<file path="src/rtl/color_sched_pkg.sv">
// Shared types for the colour scheduler: colour width, colour type and FSM states.
package color_sched_pkg;

    localparam int COLOR_W = 4;

    typedef logic [COLOR_W-1:0] color_t;

    typedef enum logic {
        IDLE,
        WAIT_FRAME
    } state_e;

endpackage

</file>
<file path="src/rtl/color_req_fifo.sv">
// Circular request buffer of DEPTH colour ids; a push into a full buffer is
// accepted only when a pop happens in the same cycle.
module color_req_fifo
    import color_sched_pkg::*;
#(
    parameter int DEPTH = 4
) (
    input  logic                   clk,
    input  logic                   rst,
    input  logic                   push_i,
    input  logic [COLOR_W-1:0]     data_i,
    input  logic                   pop_i,
    output logic [COLOR_W-1:0]     data_o,
    output logic                   full_o,
    output logic                   empty_o,
    output logic [$clog2(DEPTH):0] count_o
);

    localparam int AW = $clog2(DEPTH);

    typedef logic [AW:0] cnt_t;
    localparam cnt_t FULL_CNT = cnt_t'(DEPTH);

    color_t        mem_q [DEPTH];
    logic [AW-1:0] wr_ptr_q;
    logic [AW-1:0] rd_ptr_q;
    cnt_t          count_q;
    cnt_t          count_d;
    logic          do_push;
    logic          do_pop;

    always_comb begin
        do_pop  = pop_i && !empty_o;
        do_push = push_i && (!full_o || do_pop);
        count_d = count_q;
        if (do_push && !do_pop) begin
            count_d = count_q + 1'b1;
        end else if (!do_push && do_pop) begin
            count_d = count_q - 1'b1;
        end
    end

    always_ff @(posedge clk or negedge rst) begin
        if (!rst) begin
            wr_ptr_q <= '0;
            rd_ptr_q <= '0;
            count_q  <= '0;
        end else begin
            if (do_push) wr_ptr_q <= wr_ptr_q + 1'b1;
            if (do_pop)  rd_ptr_q <= rd_ptr_q + 1'b1;
            count_q <= count_d;
        end
    end

    // Storage needs no reset: occupancy alone decides what is valid.
    always_ff @(posedge clk) begin
        if (do_push) mem_q[wr_ptr_q] <= data_i;
    end

    assign data_o  = mem_q[rd_ptr_q];
    assign full_o  = (count_q == FULL_CNT);
    assign empty_o = (count_q == '0);
    assign count_o = count_q;

endmodule

</file>
<file path="src/rtl/color_sched.sv">
// Applies queued keyboard colour requests, or demo-mode steps, at most once per
// frame on the synchronised vsync active edge.
module color_sched
    import color_sched_pkg::*;
#(
    parameter int       DEPTH            = 4,
    parameter int       DEMO_FRAMES      = 60,
    parameter logic [3:0] RESET_COLOR    = 4'd0,
    parameter bit       VSYNC_ACTIVE_LOW = 1'b1
) (
    input  logic                   clk,
    input  logic                   rst,
    input  logic                   vsync,
    input  logic                   key_valid,
    input  logic [COLOR_W-1:0]     key_color,
    input  logic                   demo_toggle,
    output logic [COLOR_W-1:0]     color_id,
    output logic                   demo_active,
    output logic [$clog2(DEPTH):0] pending,
    output logic                   overflow
);

    localparam int   PW      = $clog2(DEPTH) + 1;
    localparam int   FCW     = (DEMO_FRAMES > 1) ? $clog2(DEMO_FRAMES) : 1;
    localparam logic VS_IDLE = logic'(VSYNC_ACTIVE_LOW);

    typedef logic [PW-1:0]  cnt_t;
    typedef logic [FCW-1:0] fcnt_t;
    localparam fcnt_t LAST_FRAME = fcnt_t'(DEMO_FRAMES - 1);

    logic   sync1_q, sync2_q, prev_q;
    logic   tick;
    state_e state_q;
    color_t color_q;
    logic   demo_q;
    logic   ovf_q;
    fcnt_t  fcnt_q;

    color_t fifo_head;
    logic   fifo_full, fifo_empty, fifo_pop, fifo_drop;
    cnt_t   fifo_count;

    always_ff @(posedge clk or negedge rst) begin
        if (!rst) begin
            sync1_q <= VS_IDLE;
            sync2_q <= VS_IDLE;
            prev_q  <= VS_IDLE;
        end else begin
            sync1_q <= vsync;
            sync2_q <= sync1_q;
            prev_q  <= sync2_q;
        end
    end

    assign tick      = (sync2_q != VS_IDLE) && (prev_q == VS_IDLE);
    assign fifo_pop  = (state_q == WAIT_FRAME) && tick;
    assign fifo_drop = key_valid && fifo_full && !fifo_pop;

    color_req_fifo #(
        .DEPTH(DEPTH)
    ) u_fifo (
        .clk    (clk),
        .rst    (rst),
        .push_i (key_valid),
        .data_i (key_color),
        .pop_i  (fifo_pop),
        .data_o (fifo_head),
        .full_o (fifo_full),
        .empty_o(fifo_empty),
        .count_o(fifo_count)
    );

    always_ff @(posedge clk or negedge rst) begin
        if (!rst) begin
            state_q <= IDLE;
            color_q <= RESET_COLOR;
            demo_q  <= 1'b0;
            ovf_q   <= 1'b0;
            fcnt_q  <= '0;
        end else begin
            if (fifo_drop) ovf_q <= 1'b1;

            if (key_valid) begin
                demo_q <= 1'b0;
            end else if (demo_toggle) begin
                demo_q <= ~demo_q;
            end

            case (state_q)
                IDLE: begin
                    if (!fifo_empty) begin
                        state_q <= WAIT_FRAME;
                    end else if (tick && demo_q) begin
                        if (fcnt_q == LAST_FRAME) begin
                            fcnt_q  <= '0;
                            color_q <= color_q + 1'b1;
                        end else begin
                            fcnt_q <= fcnt_q + 1'b1;
                        end
                    end
                end
                WAIT_FRAME: begin
                    if (tick) begin
                        color_q <= fifo_head;
                        // A same-cycle push refills the queue, so keep waiting.
                        if (fifo_count == cnt_t'(1) && !key_valid) state_q <= IDLE;
                    end
                end
                default: state_q <= IDLE;
            endcase

            if (demo_toggle) fcnt_q <= '0;
        end
    end

    assign color_id    = color_q;
    assign demo_active = demo_q;
    assign overflow    = ovf_q;
    assign pending     = fifo_count;

endmodule
</file>
<file path="config.mk">
export PLATFORM = sky130hd
export DESIGN_NAME = color_sched
export DESIGN_NICKNAME = d
export VERILOG_FILES = /design/src/rtl/color_sched_pkg.sv /design/src/rtl/color_req_fifo.sv /design/src/rtl/color_sched.sv
export SDC_FILE = /design/constraint.sdc
export NUM_CORES = 1
export LEC_CHECK = 0
export CELL_PAD_IN_SITES_DETAIL_PLACEMENT = 1
export CELL_PAD_IN_SITES_GLOBAL_PLACEMENT = 2
export CORE_UTILIZATION = 36
export DETAILED_ROUTE_END_ITERATION = 16
export PLACE_DENSITY_LB_ADDON = 0.1
export SYNTH_ARGS = -nofsm -noshare
export SYNTH_HDL_FRONTEND = slang
export SYNTH_HIERARCHICAL = 1
export SYNTH_SLANG_ARGS = --single-unit
</file>
<file path="constraint.sdc">
create_clock -name clk -period 2.2 [get_ports clk]
set_input_delay 0.44 -clock clk [delete_from_list [all_inputs] [get_ports clk]]
set_output_delay 0.44 -clock clk [all_outputs]
set_load 0.005 [all_outputs]
</file>
# [After elaboration in Yosys (flattened, before gate mapping)]
# Memories as Yosys holds them, arrays and structs flattened.
# Cells that the tools add are included.
[word_totals] reg_bits=23 out_inout_bits=9 word_cells=73 n_memories=1 in_bits=9 ramBits=16
[op_classes] n_eq_ne=8 n_bitwise=3 mux=20 reduce_logical=24 n_addsub=6
[memory_table] memory="u_fifo.mem_q" words=4 word_bits=4 read_ports=1 rd_ports_with_merged_regs=0 write_ports=1 line_no="color_req_fifo.sv:24" text="color_t mem_q [DEPTH];"
[ops] operator="two-way mux 6 bit" count=5
[ops] operator="two-way mux 4 bit" count=4
[ops] operator="logical AND 1 bit" count=10
[ops] operator="!= test 2 bit, second input constant" count=5
[ops] operator="case mux 4 bit (2 select lines)" count=1
[ops] operator="nonzero test 2 bit" count=4
[ops] operator="two-way mux 1 bit" count=7
[ops] operator="adder 6 x 1 -> 6 bit, second input constant" count=1
[ops] operator="== test 6 bit, second input constant" count=1
[ops] operator="logical NOT 1 bit" count=6
[ops] operator="two-way mux 3 bit" count=2
[ops] operator="adder 2 x 1 -> 2 bit, second input constant" count=2
[ops] operator="adder 4 x 1 -> 4 bit, second input constant" count=1
[ops] operator="AND reduction 4 bit" count=1
[ops] operator="adder 3 x 1 -> 3 bit, second input constant" count=1
[ops] operator="== test 3 x 1 -> 1 bit, second input constant" count=1
[ops] operator="== test 3 bit, second input constant" count=1
[ops] operator="logical NOT 3 bit" count=1
[ops] operator="NOT 1 bit" count=3
[ops] operator="AND reduction 3 bit" count=1
[ops] operator="subtractor 3 x 1 -> 3 bit, second input constant" count=1
[ops] operator="case mux 1 bit (2 select lines)" count=1
[ops] operator="logical OR 1 bit" count=1

# [Logic depth before layout (Yosys ltp)]
# Gate-level depths: netlist of run 1.
[logic_depth] depth_word=10 mapped_depth=11 mapped_depth_nobuf=9

# [Cells and area by module]
# The synthesis of run 1 kept the hierarchy.
[by_module_without_submodules] mod="color_req_fifo" area_each_um2=1017.2 cells_per_inst=56 instances=1 seq_area_each_um2=655.6
[by_module_without_submodules] mod="color_sched" area_each_um2=848.3 cells_per_inst=78 instances=1 seq_area_each_um2=404.1

# [Worst setup path after synthesis of run 1]
# Ideal clock, no wire load.
[synth_path] kind="reg-to-reg" from="reg prev_q" to="reg u_fifo.count_q[2] (netlist: u_fifo/count_o[2])" stages_incl_launch_ff=11 setup_time_ns=0.079 t_required_ns=2.121 t_arrival_ns=2.230 slack_ns=-0.109 path_buffers=1 path_cell_list="dfstp_2 and3b_1 clkbuf_1 inv_1 a21boi_4 ha_1 inv_1 fa_1 xor2_1 nor2_1 xor2_1"
[synth_via] elab_chain_len=8 word_cells_on_any_way=11
[synth_rtl] item="start: declaration" line_no="color_sched.sv:31" text="logic sync1_q, sync2_q, prev_q;"
[synth_rtl] item="start signal: assignment" line_no="color_sched.sv:51" text="prev_q <= sync2_q;"
[synth_rtl] item="logical AND 1 bit (*)" line_no="color_sched.sv:55" text="assign tick = (sync2_q != VS_IDLE) && (prev_q == VS_IDLE);"
[synth_rtl] item="logical AND 1 bit (*)" line_no="color_sched.sv:56" text="assign fifo_pop = (state_q == WAIT_FRAME) && tick;"
[synth_rtl] item="named net fifo_pop" line_no="color_sched.sv:40" text="logic fifo_full, fifo_empty, fifo_pop, fifo_drop;"
[synth_rtl] item="logical AND 1 bit (*)" line_no="color_req_fifo.sv:33" text="do_pop = pop_i && !empty_o;"
[synth_rtl] item="logical OR 1 bit (*)" line_no="color_req_fifo.sv:34" text="do_push = push_i && (!full_o || do_pop);"
[synth_rtl] item="logical AND 1 bit (*)" line_no="color_req_fifo.sv:34"
[synth_rtl] item="named net u_fifo.do_push" line_no="color_req_fifo.sv:29" text="logic do_push;"
[synth_rtl] item="logical NOT 1 bit" line_no="color_req_fifo.sv:38" text="end else if (!do_push && do_pop) begin"
[synth_rtl] item="logical AND 1 bit" line_no="color_req_fifo.sv:38"
[synth_rtl] item="nonzero test 2 bit (no source line)"
[synth_rtl] item="end signal: assignment" line_no="color_req_fifo.sv:51" text="count_q <= count_d;"
[synth_rtl] item="end: declaration" line_no="color_req_fifo.sv:27" text="cnt_t count_q;"
# The timed path passes the listed nets; every way through them passes the cells marked *.
# A chain may end at the register's enable or synchronous reset.

# [Final worst setup path of run 1]
[layout_path] from="reg prev_q" to="reg u_fifo.count_q[2] (netlist: u_fifo/count_o[2])"
[layout_via] elab_chain_len=8 word_cells_on_any_way=11
[layout_rtl] item="logical AND 1 bit (*)" line_no="color_sched.sv:55"
[layout_rtl] item="logical AND 1 bit (*)" line_no="color_sched.sv:56"
[layout_rtl] item="logical AND 1 bit (*)" line_no="color_req_fifo.sv:33"
[layout_rtl] item="logical OR 1 bit (*)" line_no="color_req_fifo.sv:34"
[layout_rtl] item="logical AND 1 bit (*)" line_no="color_req_fifo.sv:34"
[layout_rtl] item="named net u_fifo.do_push" line_no="color_req_fifo.sv:29"
[layout_rtl] item="logical NOT 1 bit" line_no="color_req_fifo.sv:38"
[layout_rtl] item="logical AND 1 bit" line_no="color_req_fifo.sv:38"
[layout_rtl] item="nonzero test 2 bit (no source line)"
# Marked as above.

==> results.ini, run 1 <==
[run_status]
status = complete, no violations

[floorplan]
die_area_um2 = 5470
start_util = 0.385
core_area_um2 = 4850
die_w_um = 74.0
io_pins = 18
num_rows = 25
chipHeight_um = 74.0

[sta]
setup_tns_ns = 0
slew_headroom = 0.713
setup_viol = 0
fmax_mhz = 497
post-route-period-util = 0.915
layout_min_cycle_time_ns = 2.01
worstMarginPinSlew_ns = 0.428
fin_skew_ns = 0.00281
finalMaxSlewViolations = 0
rsz0062_at_grt = false
timing_hold_violations_final = 0

[cts]
ctsHoldBuffers = 0
clk_pin_slew_worst_paths_ns = 0.07
cts-htree-levels = 2
clock_sinks = 39
clk_latency_ns = 0.28
cts_tree = done
cts_root_buf = clkbuf_8
cts_buffers = 5
clockBufferDepth = 2

[routing]
finalWirelength_mm = 3.45
drc = 0
vias = 1148
drtIter0Drc = 21
vias_per_cell = 4.95
ant_nets = 0
wl_per_cell_um = 14.9
drt_first_pass_iters = 4

[global_routing]
antenna_found_initial = 0
grt_pass1_vias = 1237
grt_max_degree = 24
grt-ovfl-total = 0
grt_pass1_wl_mm = 6.03
grt.total_usage = 0.150

[power_and_ir_drop]
powerDensity_nw_per_um2 = 1140
leakage_nw = 0.921
peakVddDrop_mv = 0.508

[synthesis]
syn_avg_cell_area_um2 = 13.9
synth_area_um2 = 1870
synth-edff-count = 16
synthArstFlopShare = 0.590
ys_seq_elements = 39
syn_inst = 134
ys_seq_area_frac = 0.568
yosysWarnings = 6
synth_cell_types = 44
synth_nets = 151
synth_flop_cell = dfrtp_1

[final_layout]
drive_above_1_share = 0.255
stdcell_area_um2 = 2310
n_fill_cell = 506
diodes = 0
layout.nets = 181
fin_cells = 232
ff_latch_area_um2 = 1060
syn2layout_area_growth_pct = 23.8
multi_input_area_um2 = 762
post-route-util = 0.476

[run]
cap_violations = 0

[placed_design]
dp_cells = 222
dpl.hpwl_mm = 2.59
placed_area_um2 = 2160
gp_congestion = 0.691
numPortBuffers = 17

[critical_path]
required_ns = 2.41
rrSetupSlack_ns = 0.19
critPathMaxFanout = 3
arrival_ns = 2.23
path_class = reg2reg
startpoint_type = flip-flop
end_kind = flip-flop

[min_path]
hold_path_class = reg2reg

where the power goes:
group	leakage, nW	switching, W	internal [W]
Combinational	0.436	0.000306	0.000504
Sequential	0.420	0.000189	0.000946
Clock	0.0654	0.000244	0.000453
Total	0.921	0.000739	0.00190
final cells by class:
type / count / area share
Sequential cell: 39 / 0.459
Multi-Input combinational cell: 84 / 0.330
Timing Repair Buffer: 27 / 0.106
Tap cell: 67 / 0.0363
Clock buffer: 6 / 0.0314
Clock inverter: 2 / 0.0260
Inverter: 7 / 0.0114
worst max-delay path, stage by stage, from the launching register on:
cell	delay (ns)
dfstp_2	0.53
and3b_2	0.22
inv_1	0.07
a21boi_4	0.14
ha_2	0.19
inv_1	0.05
fa_2	0.33
xor2_1	0.14
nor2_1	0.12
xor2_1	0.14
layer usage:
metal / GRT usage / part of all wire
met1: 0.190 / 0.44
met2: 0.248 / 0.52
met5: 0 / 0
met4: 0.0513 / 0.010
met3: 0.0407 / 0.031
registers in the layout (all words and copies together) (netlist names):
signal,flops
u_fifo/wr_ptr_q,2
state_q,1
sync1_q,1
prev_q,1
fcnt_q,6
color_id,4
u_fifo/count_o,3
demo_active,1
u_fifo/rd_ptr_q,2
u_fifo/mem_q,16
overflow,1
sync2_q,1
synthesized netlist by cell type (3+ instances only):
| cell type | number | share of area |
|---|---|---|
| edfxtp_1 | 16 | 0.26 |
| nand2_1 | 4 | 0.0080 |
| mux4_2 | 4 | 0.048 |
| and2_2 | 4 | 0.016 |
| a31oi_1 | 4 | 0.013 |
| dfstp_2 | 3 | 0.042 |
| xnor2_1 | 6 | 0.028 |
| o21ai_0 | 3 | 0.0080 |
| a21oi_1 | 4 | 0.011 |
| inv_1 | 7 | 0.014 |
| nand2b_1 | 4 | 0.013 |
| dfrtp_1 | 20 | 0.27 |
| nor3_1 | 4 | 0.011 |
| nor2_1 | 8 | 0.016 |
| mux2i_1 | 3 | 0.016 |
| ha_1 | 7 | 0.047 |
path summary, 6_finish.rpt:
check | depth (start not counted) | from | end
hold / removal | 0 | sync1_q | sync2_q
setup reg to reg | 9 | prev_q | u_fifo/count_o[2]
hold reg to reg | 0 | sync1_q | sync2_q
max in group asynchronous | 2 | rst | sync1_q
min in group asynchronous | 2 | rst | fcnt_q[2]
setup / recovery | 9 | prev_q | u_fifo/count_o[2]
repair_timing:
action                                  CTS  global route
endpoints found under the setup margin    0             1
endpoints found under the hold margin     0             0
setup buffers                             0             2
resized for setup                         0             3
cells by family after synthesis:
family	Yosys count	share of synthesized area
mux	10	0.0865
compound gates	20	0.0765
flops	39	0.568
buf+inv	11	0.0268
simple gates	38	0.147
fa+ha+maj	8	0.0577
xor+xnor	8	0.0376
placed cells by master, fill, tap and decap left out, drive strengths merged, types with 2 or more instances in the layout:
master          n
dfrtp          20
clkdlybuf4s50  17
edfxtp         16
buf            10
nor2            8
inv             7
ha              7
xnor2           6
clkbuf          6
a21oi           4
nor3            4
nand2           4
nand2b          4
a31oi           4
mux4            4
and2            4
mux2i           3
o21ai           3
dfstp           3
mux2            3
nand3           2
o22ai           2
bufinv          2
xor2            2
per-stage QoR:
step	hold WS, ns	setup slack (ns)	total power, W
2_1_floorplan	0.144	0.00240	0.00162
3_3_place_gp	0.347	0.0450	0.00193
3_5_place_dp	0.352	-0.0294	0.00198
4_1_cts	0.357	0.0514	0.00269
5_1_grt	0.363	0.0443	0.00284
6_report	0.359	0.187	0.00264
Power figures use the tool's default switching activity.
==> run 2, diff against run 1 <==
- REMOVE_ABC_BUFFERS: unset -> 1
==> results.ini, run 2 (synthesis results as in run 1) <==
[run_status]
status = complete, no violations

[final_layout]
drive_above_1_share = 0.250
post-route-util = 0.469
top_register = u_fifo/mem_q
syn2layout_area_growth_pct = 21.9
n_fill_cell = 497
stdcell_area_um2 = 2270
fin_cells = 231
layout_commonest_cell = dfrtp_1
final_cell_mix = dfrtp_1 (20), clkdlybuf4s50_1 (17), edfxtp_1 (16)
largest_reg_flops = 16
diodes = 0
layout.nets = 180

[sta]
post-route-period-util = 0.945
fin_skew_ns = 0.00381
rsz0062_at_grt = false
setup_viol = 0
worstMarginPinSlew_ns = 0.451
fmax_mhz = 481
slew_headroom = 0.698
timing_hold_violations_final = 0
finalMaxSlewViolations = 0
layout_min_cycle_time_ns = 2.08
fin_ws_ns = 0.122

[run]
cap_violations = 0

[routing]
drc = 0
wl_per_cell_um = 15.6
ant_nets = 0
finalWirelength_mm = 3.61
vias = 1157
drt_first_pass_iters = 4
vias_per_cell = 5.01
drtIter0Drc = 54

[floorplan]
num_rows = 25
chipHeight_um = 74.0
start_util = 0.385
die_area_um2 = 5470
core_area_um2 = 4850
io_pins = 18
die_w_um = 74.0

[cts]
clockBufferDepth = 2
clk_latency_ns = 0.29
cts_buffers = 5
cts_root_buf = clkbuf_8
ctsHoldBuffers = 0
cts_tree = done
clock_sinks = 39
clk_pin_slew_worst_paths_ns = 0.08
cts-htree-levels = 2

[placed_design]
numPortBuffers = 17
gp_congestion = 0.809
dpl.hpwl_mm = 2.71
place_ws_ns = -0.0332
placed_area_um2 = 2160
dp_cells = 222

[min_path]
hold_path_class = reg2reg
hold_path_depth = 0

[power_and_ir_drop]
power.share.clock = 0.229
power_frac_seq = 0.447
netSwitchingPower_w = 0.000751
powerDensity_nw_per_um2 = 1110
p_int_w = 0.00178
leakage_nw = 0.906
peakVddDrop_mv = 0.548
pwr-share-comb = 0.325
swShare = 0.296

[global_routing]
grt_pass1_vias = 1267
grt.total_usage = 0.161
antenna_found_initial = 0
grt_max_degree = 24
grt-ovfl-total = 0
grt_pass1_wl_mm = 6.27

[critical_path]
required_ns = 2.42
startpoint_type = flip-flop
end_kind = flip-flop
critPathMaxFanout = 4
arrival_ns = 2.29
path_class = reg2reg
r2r_cells = 9

-- run 2: cell count changes in the layout (fill, tap and decap cells not counted) --
cell | previous run | this run
buf_4 | 10 | 9
bufinv_16 | 2 | 1
clkbuf_1 | 1 | 0
clkinv_1 | 0 | 1
clkinv_2 | 0 | 1
fa_1 | 0 | 1
fa_2 | 1 | 0
inv_1 | 7 | 6
inv_2 | 0 | 1
-- run 2: per-stage QoR --
| stage | hold slack, ns | power (W) | setup TNS (ns) |
|---|---|---|---|
| floorplan | 0.144 | 0.00160 | -0.00314 |
| global placement | 0.346 | 0.00194 | 0 |
| detailed placement | 0.350 | 0.00199 | -0.0332 |
| CTS | 0.361 | 0.00257 | 0 |
| global route | 0.368 | 0.00272 | 0 |
| finish | 0.360 | 0.00253 | 0 |
-- run 2: area by class of cell --
class	count	area [µm²]	area share
clock buffer	5	68.8	0.0303
clock inverter	3	38.8	0.0171
inverter	7	26.3	0.0116
multi-input combinational	84	759	0.334
sequential	39	1060	0.466
tap	67	83.8	0.0369
timing repair buffer	26	238	0.105
-- run 2: worst max-delay path: stages, from the launching register on --
cell,delay [ns]
dfstp_2,0.54
and3b_2,0.23
inv_2,0.05
a21boi_4,0.12
ha_2,0.19
inv_1,0.05
fa_1,0.37
xor2_1,0.16
nor2_1,0.14
xor2_1,0.15
-- run 2: worst paths after layout --
check                        start                 to  slack [ns]
max                         prev_q  u_fifo/count_o[2]        0.12
min                        sync1_q            sync2_q        0.36
max reg2reg                 prev_q  u_fifo/count_o[2]        0.12
min reg2reg                sync1_q            sync2_q        0.36
max in group asynchronous      rst            sync2_q        1.39
min in group asynchronous      rst        color_id[0]        0.51
-- run 2: timing repair --
item,4_1_cts,5_1_grt
setup endpoints to repair,0,1
setup buffers,0,1
gates resized for setup,0,3
-- run 2: power by group through the flow --
stage	sequential (W)	combinational (W)	clock, W
3_3_place_gp	0.00114	0.000799	0
3_5_place_dp	0.00115	0.000832	0
2_1_floorplan	0.00112	0.000478	0
4_1_cts	0.00114	0.000839	0.000596
5_1_grt	0.00117	0.000919	0.000632
6_report	0.00113	0.000823	0.000580
-- run 2: layer usage --
metal	GRT usage	vias to the layer above	wire length, µm
met3	0.0461	6	149
met2	0.265	23	1790
met4	0.0641	0	58
met5	0	-	0
met1	0.200	582	1610
li1	-	546	-
